`config.mk`:
```
export PLATFORM = sky130hd
export DESIGN_NAME = pwm_reg_arbiter
export DESIGN_NICKNAME = d
export VERILOG_FILES = /design/src/rtl/pwm_regs_pkg.sv /design/src/rtl/rr_arbiter.sv /design/src/rtl/pwm_reg_arbiter.sv
export SDC_FILE = /design/constraint.sdc
export NUM_CORES = 1
export LEC_CHECK = 0
export CORE_AREA = 2 2 82 76
export CTS_BUF_LIST = sky130_fd_sc_hd__clkbuf_4
export DETAILED_ROUTE_END_ITERATION = 16
export DIE_AREA = 0 0 84 78
export PLACE_DENSITY_LB_ADDON = 0.1
export RECOVER_POWER = 50
export SETUP_SLACK_MARGIN = 0.5
export SLEW_MARGIN = 20
export SYNTH_ARGS = -nofsm -noshare
export SYNTH_HDL_FRONTEND = slang
export SYNTH_HIERARCHICAL = 1
export SYNTH_SLANG_ARGS = --single-unit
```
`constraint.sdc`:
```
create_clock -name clk -period 1.78 [get_ports clk]
set_input_delay 0.445 -clock clk [delete_from_list [all_inputs] [get_ports clk]]
set_output_delay 0.445 -clock clk [all_outputs]
set_load 0.05 [all_outputs]
```
`src/rtl/pwm_regs_pkg.sv`:
```
// pwm_regs_pkg
// Shared register map for the PWM peripheral. Imported by the register
// arbiter and by the SPI peripheral so both agree on addresses and widths.
//   ADDR_W / DATA_W   : register address and data widths
//   ADDR_OUT_*        : output-enable bytes
//   ADDR_PWM_*        : PWM-enable bytes
//   ADDR_DUTY         : double-buffered duty cycle
//   ADDR_MAX          : highest legal address; anything above is an error
//   ADDR_ERR_CLR      : error-counter clear address (optional feature)
package pwm_regs_pkg;

    localparam int ADDR_W        = 4;
    localparam int DATA_W        = 8;

    localparam int ADDR_OUT_7_0  = 0;
    localparam int ADDR_OUT_15_8 = 1;
    localparam int ADDR_PWM_7_0  = 2;
    localparam int ADDR_PWM_15_8 = 3;
    localparam int ADDR_DUTY     = 4;
    localparam int ADDR_MAX      = 4;
    localparam int ADDR_ERR_CLR  = 15;

endpackage

```
`src/rtl/rr_arbiter.sv`:
```
// rr_arbiter
// Round-robin arbiter with a combinational one-hot grant.
//   clk, rst_n : clock, asynchronous active-low reset
//   req[N]     : request vector
//   grant[N]   : one-hot grant, zero while in reset
//   accept     : grant was consumed this cycle; pointer moves to the winner
// The pointer remembers the last winner; the search starts one past it.
// Until the first grant after reset the search starts at requester 0, so
// requester 0 has top priority even though the pointer itself resets to 0.
module rr_arbiter #(
    parameter int N = 2
) (
    input  logic         clk,
    input  logic         rst_n,
    input  logic [N-1:0] req,
    output logic [N-1:0] grant,
    input  logic         accept
);

    localparam int PW = (N > 1) ? $clog2(N) : 1;

    logic [PW-1:0] ptr_q;
    logic          started_q;
    logic [PW-1:0] win_idx;
    logic          found;
    int            start_idx;
    int            idx;

    always_comb begin
        grant     = '0;
        win_idx   = '0;
        found     = 1'b0;
        idx       = 0;
        start_idx = 0;
        if (started_q) begin
            start_idx = (int'(ptr_q) + 1 == N) ? 0 : int'(ptr_q) + 1;
        end
        for (int i = 0; i < N; i++) begin
            idx = start_idx + i;
            if (idx >= N) begin
                idx = idx - N;
            end
            if (!found && req[PW'(idx)]) begin
                found   = 1'b1;
                win_idx = PW'(idx);
            end
        end
        if (found && rst_n) begin
            grant[win_idx] = 1'b1;
        end
    end

    always_ff @(posedge clk or negedge rst_n) begin
        if (!rst_n) begin
            ptr_q     <= '0;
            started_q <= 1'b0;
        end else if (accept && found) begin
            ptr_q     <= win_idx;
            started_q <= 1'b1;
        end
    end

endmodule

```
`src/rtl/pwm_reg_arbiter.sv`:
```
// pwm_reg_arbiter
// Owns the PWM configuration registers and shares write access between
// NUM_REQ requesters through a round-robin valid/ready handshake.
//   clk, rst_n       : clock, asynchronous active-low reset
//   req_valid        : per-requester write request
//   req_addr         : packed addresses, requester i at [i*ADDR_W +: ADDR_W]
//   req_data         : packed write data, same packing
//   req_ready        : one-hot grant (handshake = valid & ready)
//   period_end       : PWM period wrap pulse; commits a pending duty value
//   en_reg_*         : enable registers, addresses 0..3
//   pwm_duty_cycle   : committed duty cycle (address 4 via shadow)
//   duty_pending     : shadow holds an uncommitted duty value
//   wr_err           : one-cycle pulse after an accepted write above ADDR_MAX
//   err_count        : only with PWM_REG_ERR_COUNT_EN; saturating error count,
//                      cleared by a write to address 0xF
// Optional build macro: PWM_REG_ERR_COUNT_EN.
module pwm_reg_arbiter
    import pwm_regs_pkg::*;
#(
    parameter int NUM_REQ = 2,
    parameter int ADDR_W  = pwm_regs_pkg::ADDR_W,
    parameter int DATA_W  = pwm_regs_pkg::DATA_W
) (
    input  logic                  clk,
    input  logic                  rst_n,
    input  logic [NUM_REQ-1:0]    req_valid,
    input  logic [NUM_REQ*ADDR_W-1:0] req_addr,
    input  logic [NUM_REQ*DATA_W-1:0] req_data,
    output logic [NUM_REQ-1:0]    req_ready,
    input  logic                  period_end,
    output logic [DATA_W-1:0]     en_reg_out_7_0,
    output logic [DATA_W-1:0]     en_reg_out_15_8,
    output logic [DATA_W-1:0]     en_reg_pwm_7_0,
    output logic [DATA_W-1:0]     en_reg_pwm_15_8,
    output logic [DATA_W-1:0]     pwm_duty_cycle,
    output logic                  duty_pending,
`ifdef PWM_REG_ERR_COUNT_EN
    output logic [7:0]            err_count,
`endif
    output logic                  wr_err
);

    logic              wr_any;
    logic              wr_duty;
    logic              wr_bad;
    logic [ADDR_W-1:0] gnt_addr;
    logic [DATA_W-1:0] gnt_data;
    logic [DATA_W-1:0] duty_shadow;

    rr_arbiter #(
        .N (NUM_REQ)
    ) u_rr (
        .clk    (clk),
        .rst_n  (rst_n),
        .req    (req_valid),
        .grant  (req_ready),
        .accept (wr_any)
    );

    // Grant stage: select the winning requester's address and data
    always_comb begin
        gnt_addr = '0;
        gnt_data = '0;
        for (int i = 0; i < NUM_REQ; i++) begin
            if (req_ready[i]) begin
                gnt_addr = req_addr[i*ADDR_W +: ADDR_W];
                gnt_data = req_data[i*DATA_W +: DATA_W];
            end
        end
    end

    assign wr_any  = |req_ready;
    assign wr_duty = wr_any && (gnt_addr == ADDR_W'(ADDR_DUTY));
    assign wr_bad  = wr_any && (gnt_addr >  ADDR_W'(ADDR_MAX));

    // Register stage: enable bank, duty shadow/commit, error pulse
    always_ff @(posedge clk or negedge rst_n) begin
        if (!rst_n) begin
            en_reg_out_7_0  <= '0;
            en_reg_out_15_8 <= '0;
            en_reg_pwm_7_0  <= '0;
            en_reg_pwm_15_8 <= '0;
            pwm_duty_cycle  <= '0;
            duty_shadow     <= '0;
            duty_pending    <= 1'b0;
            wr_err          <= 1'b0;
        end else begin
            wr_err <= wr_bad;
            if (wr_any && gnt_addr == ADDR_W'(ADDR_OUT_7_0))  en_reg_out_7_0  <= gnt_data;
            if (wr_any && gnt_addr == ADDR_W'(ADDR_OUT_15_8)) en_reg_out_15_8 <= gnt_data;
            if (wr_any && gnt_addr == ADDR_W'(ADDR_PWM_7_0))  en_reg_pwm_7_0  <= gnt_data;
            if (wr_any && gnt_addr == ADDR_W'(ADDR_PWM_15_8)) en_reg_pwm_15_8 <= gnt_data;

            // Commit uses the shadow value from before this edge, so a duty
            // write coinciding with period_end waits for the next boundary.
            if (period_end && duty_pending) begin
                pwm_duty_cycle <= duty_shadow;
            end
            if (wr_duty) begin
                duty_shadow  <= gnt_data;
                duty_pending <= 1'b1;
            end else if (period_end) begin
                duty_pending <= 1'b0;
            end
        end
    end

`ifdef PWM_REG_ERR_COUNT_EN
    // Counts on the same edge that raises wr_err, so the count and the pulse
    // appear together; the clear write takes priority over its own increment.
    always_ff @(posedge clk or negedge rst_n) begin
        if (!rst_n) begin
            err_count <= '0;
        end else if (wr_any && gnt_addr == ADDR_W'(ADDR_ERR_CLR)) begin
            err_count <= '0;
        end else if (wr_bad && err_count != 8'hFF) begin
            err_count <= err_count + 8'd1;
        end
    end
`endif

endmodule

```
==> metrics.log <==
INFO  metric timing.final.hold_violations = 0
INFO  metric worstMarginPinSlew = 0.895 ns
INFO  metric pwr_density_cell = 1340 nW/um^2
INFO  metric yosysWarningCount = 6
INFO  metric grt.busiest_layer = met2
INFO  metric worstSetupEndpointType = register
INFO  metric worstSkewPairLatency = 0.37 ns
INFO  metric global_route.usage.total = 0.209
INFO  metric layout_setup_ws = -0.239 ns
INFO  metric detail_route.wl_per_cell = 18.3 microns
INFO  metric postRouteAntennaNets = 0
INFO  metric detail_route.wirelength = 6710 microns
INFO  metric synth_top_flop_cell = sky130_fd_sc_hd__dfrtp_1
INFO  metric grt_antenna_before_repair = 0
INFO  metric syn_inst = 154
INFO  metric height_of_the_die = 78 microns
INFO  metric initial_drc_count = 53
INFO  metric grtUsageMet1 = 0.258
INFO  metric area.growth.synth_to_final = 81.0%
INFO  metric synth-adder-area-share = 0
INFO  metric totalNegativeSetupSlack = -7.89 ns
INFO  metric drive_gt1_frac = 0.667
INFO  metric design.die.area = 6550 sq um
INFO  metric max-vdd-ir-drop = 1.10 mV
INFO  metric critical_path.slowest_cell = sky130_fd_sc_hd__dfrtp_1
INFO  metric flip_flop_and_latch_count_after_synthesis = 52
INFO  metric critical-path-top-cell-by-count = sky130_fd_sc_hd__buf_6
INFO  metric clock_sinks = 52
INFO  metric cell_chain_critical_path = nor2b_4, and3_4, nand2b_4, buf_6, nor3_2, buf_4, o211ai_4, buf_6, mux2_4
INFO  metric clk_skew = 0.0160 ns
INFO  metric global_route_wire_length_before_repair = 10600 microns
INFO  metric max_clock_freq = 495 MHz
INFO  metric grt_start_max_net_pins = 38
INFO  metric smallest_hold_slack = 0.365 ns
INFO  metric slowest_delay = 0.44 ns
INFO  metric critPathArrivalTime = 2.28 ns
INFO  metric grt_pass1_vias = 1984
INFO  metric cts.reportedPaths.clkPinSlew = 0.15 ns
INFO  metric worstHoldPathType = primary input to asynchronous set/reset pin
INFO  metric coreArea = 5630 sq um
INFO  metric dp.final_hpwl = 4520 microns
INFO  metric mappedNetlistNets = 183
INFO  metric run_status = finished, violations left
INFO  metric worst_setup_path_start_kind = register
INFO  metric effective_utilization_at_floorplan = 0.396
INFO  metric i_o_pins = 73
INFO  metric gp_congestion = 0.766
INFO  metric grt-ovfl-total = 0
INFO  metric final_min_period_over_clock_period = 1.13
INFO  metric timing.critical_path.required = 2.04 ns
INFO  metric violated_checks = setup timing
INFO  metric synth-compound-area-share = 0.0831
INFO  metric synth_enable_flop_cells = 0
INFO  metric tritoncts = done
INFO  metric final_core_utilization = 0.717
INFO  metric path_class = register to register
INFO  metric cts-buffers-inserted = 5
INFO  metric power.static_leakage = 2.01 nW
INFO  metric synthDistinctLibCells = 34
INFO  metric clock_path_buffers = 2
INFO  metric grt_util_met3 = 0.0479
INFO  metric detailroute.via_count = 1816
INFO  metric gr-usage-met2 = 0.369
INFO  metric port_buffers = 71
INFO  metric synth.mux.area_fraction = 0.249
INFO  metric post_synth.cell_area_avg = 14.5 sq um
INFO  metric synth_xor_area_frac = 0
INFO  metric slew_headroom = 0.403
INFO  metric layout.cells.non_filler = 367
INFO  metric top_fanout_value_on_the_critical_path = 6
INFO  metric synthesis.area = 2230 sq um
INFO  metric synthSimpleGateAreaFrac = 0.0696
INFO  metric die-width = 84 microns
INFO  metric cts_max_level = 2
INFO  metric ys_seq_area_frac = 0.584
INFO  metric asyncSetResetFlopFracSynth = 1.00
INFO  metric nets = 325
INFO  metric drt_first_pass_iters = 4
INFO  metric synth_top_family_by_area = multiplexers
INFO  metric place.detailed.instances = 317
INFO  metric floorplan.rows = 26
INFO  metric number_of_max_slew_violations_in_the_final_report = 0
INFO  metric final_period_minus_worst_setup_slack = 2.02 ns
INFO  metric detail_route.vias_per_cell = 4.95
INFO  metric antenna_cells_inserted = 0
INFO  metric setup_repair_after_global_routing_missed_its_margin = yes
INFO  metric drt_drc_violations_left = 0
INFO  metric max-cap-violations = 0
INFO  metric clock_tree.root_cell = sky130_fd_sc_hd__clkbuf_4
INFO  metric timing.final.setup_violations = 45
INFO  metric fillCellCount = 380
[report_power, final]
| group | leakage, nW | total [mW] | internal [mW] | switching, mW |
|---|---|---|---|---|
| combinational | 1.26 | 3.00 | 1.42 | 1.58 |
| sequential | 0.705 | 1.74 | 1.50 | 0.240 |
| clock | 0.0456 | 0.672 | 0.310 | 0.362 |
| total | 2.01 | 5.41 | 3.23 | 2.18 |
[per-stage QoR]
step           area (sq um)  worst slack (ns)  power (mW)
2_1_floorplan          2390            -0.226        3.28
3_3_place_gp           3280             -1.03        4.07
3_5_place_dp           3280             -1.15        4.12
4_1_cts                3930            -0.218        5.33
5_1_grt                4040            -0.308        5.64
6_report               4040            -0.239        5.41
[routing by layer]
layer,vias up,wire length [microns]
li1,838,-
met1,895,2820
met2,64,3400
met3,19,306
met4,0,176
met5,-,0
[worst max-delay path, delay by kind of cell, from the launching register on]
family | cells | cell delay, ns
and+or+nand+nor | 4 | 0.59
muxes | 1 | 0.30
DFF | 1 | 0.44
AOI/OAI and AO/OA | 1 | 0.19
buffers and inverters | 3 | 0.39
[placed cells by master, fill, tap and decap left out, types with 2 or more instances in the layout]
| cell type | Yosys | final |
|---|---|---|
| sky130_fd_sc_hd__nor2_4 | 0 | 2 |
| sky130_fd_sc_hd__o21ai_0 | 4 | 3 |
| sky130_fd_sc_hd__inv_1 | 2 | 2 |
| sky130_fd_sc_hd__nand2_4 | 1 | 2 |
| sky130_fd_sc_hd__clkdlybuf4s50_1 | 0 | 25 |
| sky130_fd_sc_hd__buf_4 | 0 | 48 |
| sky130_fd_sc_hd__buf_6 | 1 | 57 |
| sky130_fd_sc_hd__mux2_2 | 48 | 16 |
| sky130_fd_sc_hd__buf_12 | 0 | 4 |
| sky130_fd_sc_hd__mux2_4 | 1 | 33 |
| sky130_fd_sc_hd__a22o_1 | 6 | 3 |
| sky130_fd_sc_hd__o21ai_4 | 0 | 2 |
| sky130_fd_sc_hd__nor2b_4 | 0 | 3 |
| sky130_fd_sc_hd__nand2_1 | 9 | 7 |
| sky130_fd_sc_hd__dfrtp_1 | 52 | 51 |
| sky130_fd_sc_hd__a22o_2 | 0 | 2 |
| sky130_fd_sc_hd__clkbuf_4 | 0 | 6 |
[state kept, by name (all words and copies together) (netlist names)]
signal,cells
duty_shadow,8
en_reg_out_15_8,8
en_reg_out_7_0,8
en_reg_pwm_15_8,8
en_reg_pwm_7_0,8
pwm_duty_cycle,8
duty_pending,1
u_rr/ptr_q,1
u_rr/started_q,1
wr_err,1
[what timing repair did]
item | CTS | global route
gates cloned | 1 | 0
setup buffers | 32 | 9
pin swaps | 4 | 4
gates resized for setup | 86 | 9
setup endpoints to repair | 96 | 93
hold buffers | 0 | 0
[synth_stat cells, drive strengths merged (2+ instances only)]
library cell  number  share of area
nor2b              3         0.0095
mux2              49           0.25
nand2             10          0.020
nor3               2         0.0045
nand3              2         0.0067
nor2               3         0.0062
a22o               6          0.024
buf                3         0.0095
o21ai              6          0.017
dfrtp             52           0.58
inv                2         0.0034
[cell type report]
class / count / area (sq um) / area share
Clock inverter: 2 / 35.0 / 0.00868
Timing Repair Buffer: 139 / 1370 / 0.340
Multi-Input combinational cell: 96 / 1190 / 0.294
Tap cell: 70 / 87.6 / 0.0217
Inverter: 2 / 7.51 / 0.00186
Clock buffer: 6 / 45.0 / 0.0112
Sequential cell: 52 / 1300 / 0.323
[final timing paths]
path,from,end,slack [ns],depth (start not counted)
setup / recovery,u_rr/ptr_q$_DFFE_PN0P_,en_reg_out_7_0[1]$_DFFE_PN0P_,-0.24,9
hold / removal,rst_n,en_reg_pwm_7_0[0]$_DFFE_PN0P_,0.37,2
setup reg to reg,u_rr/ptr_q$_DFFE_PN0P_,en_reg_out_7_0[1]$_DFFE_PN0P_,-0.24,9
hold reg to reg,u_rr/started_q$_DFFE_PN0P_,u_rr/started_q$_DFFE_PN0P_,0.49,1
max in group asynchronous,rst_n,duty_pending$_DFFE_PN0P_,0.75,2
min in group clk,u_rr/started_q$_DFFE_PN0P_,u_rr/started_q$_DFFE_PN0P_,0.49,1
[cells by family after synthesis]
| logic type | Yosys count |
|---|---|
| compound gates | 20 |
| simple gates | 27 |
| buf+inv | 6 |
| mux | 49 |
| flops | 52 |
No activity file was read; power rests on OpenSTA's default activity.
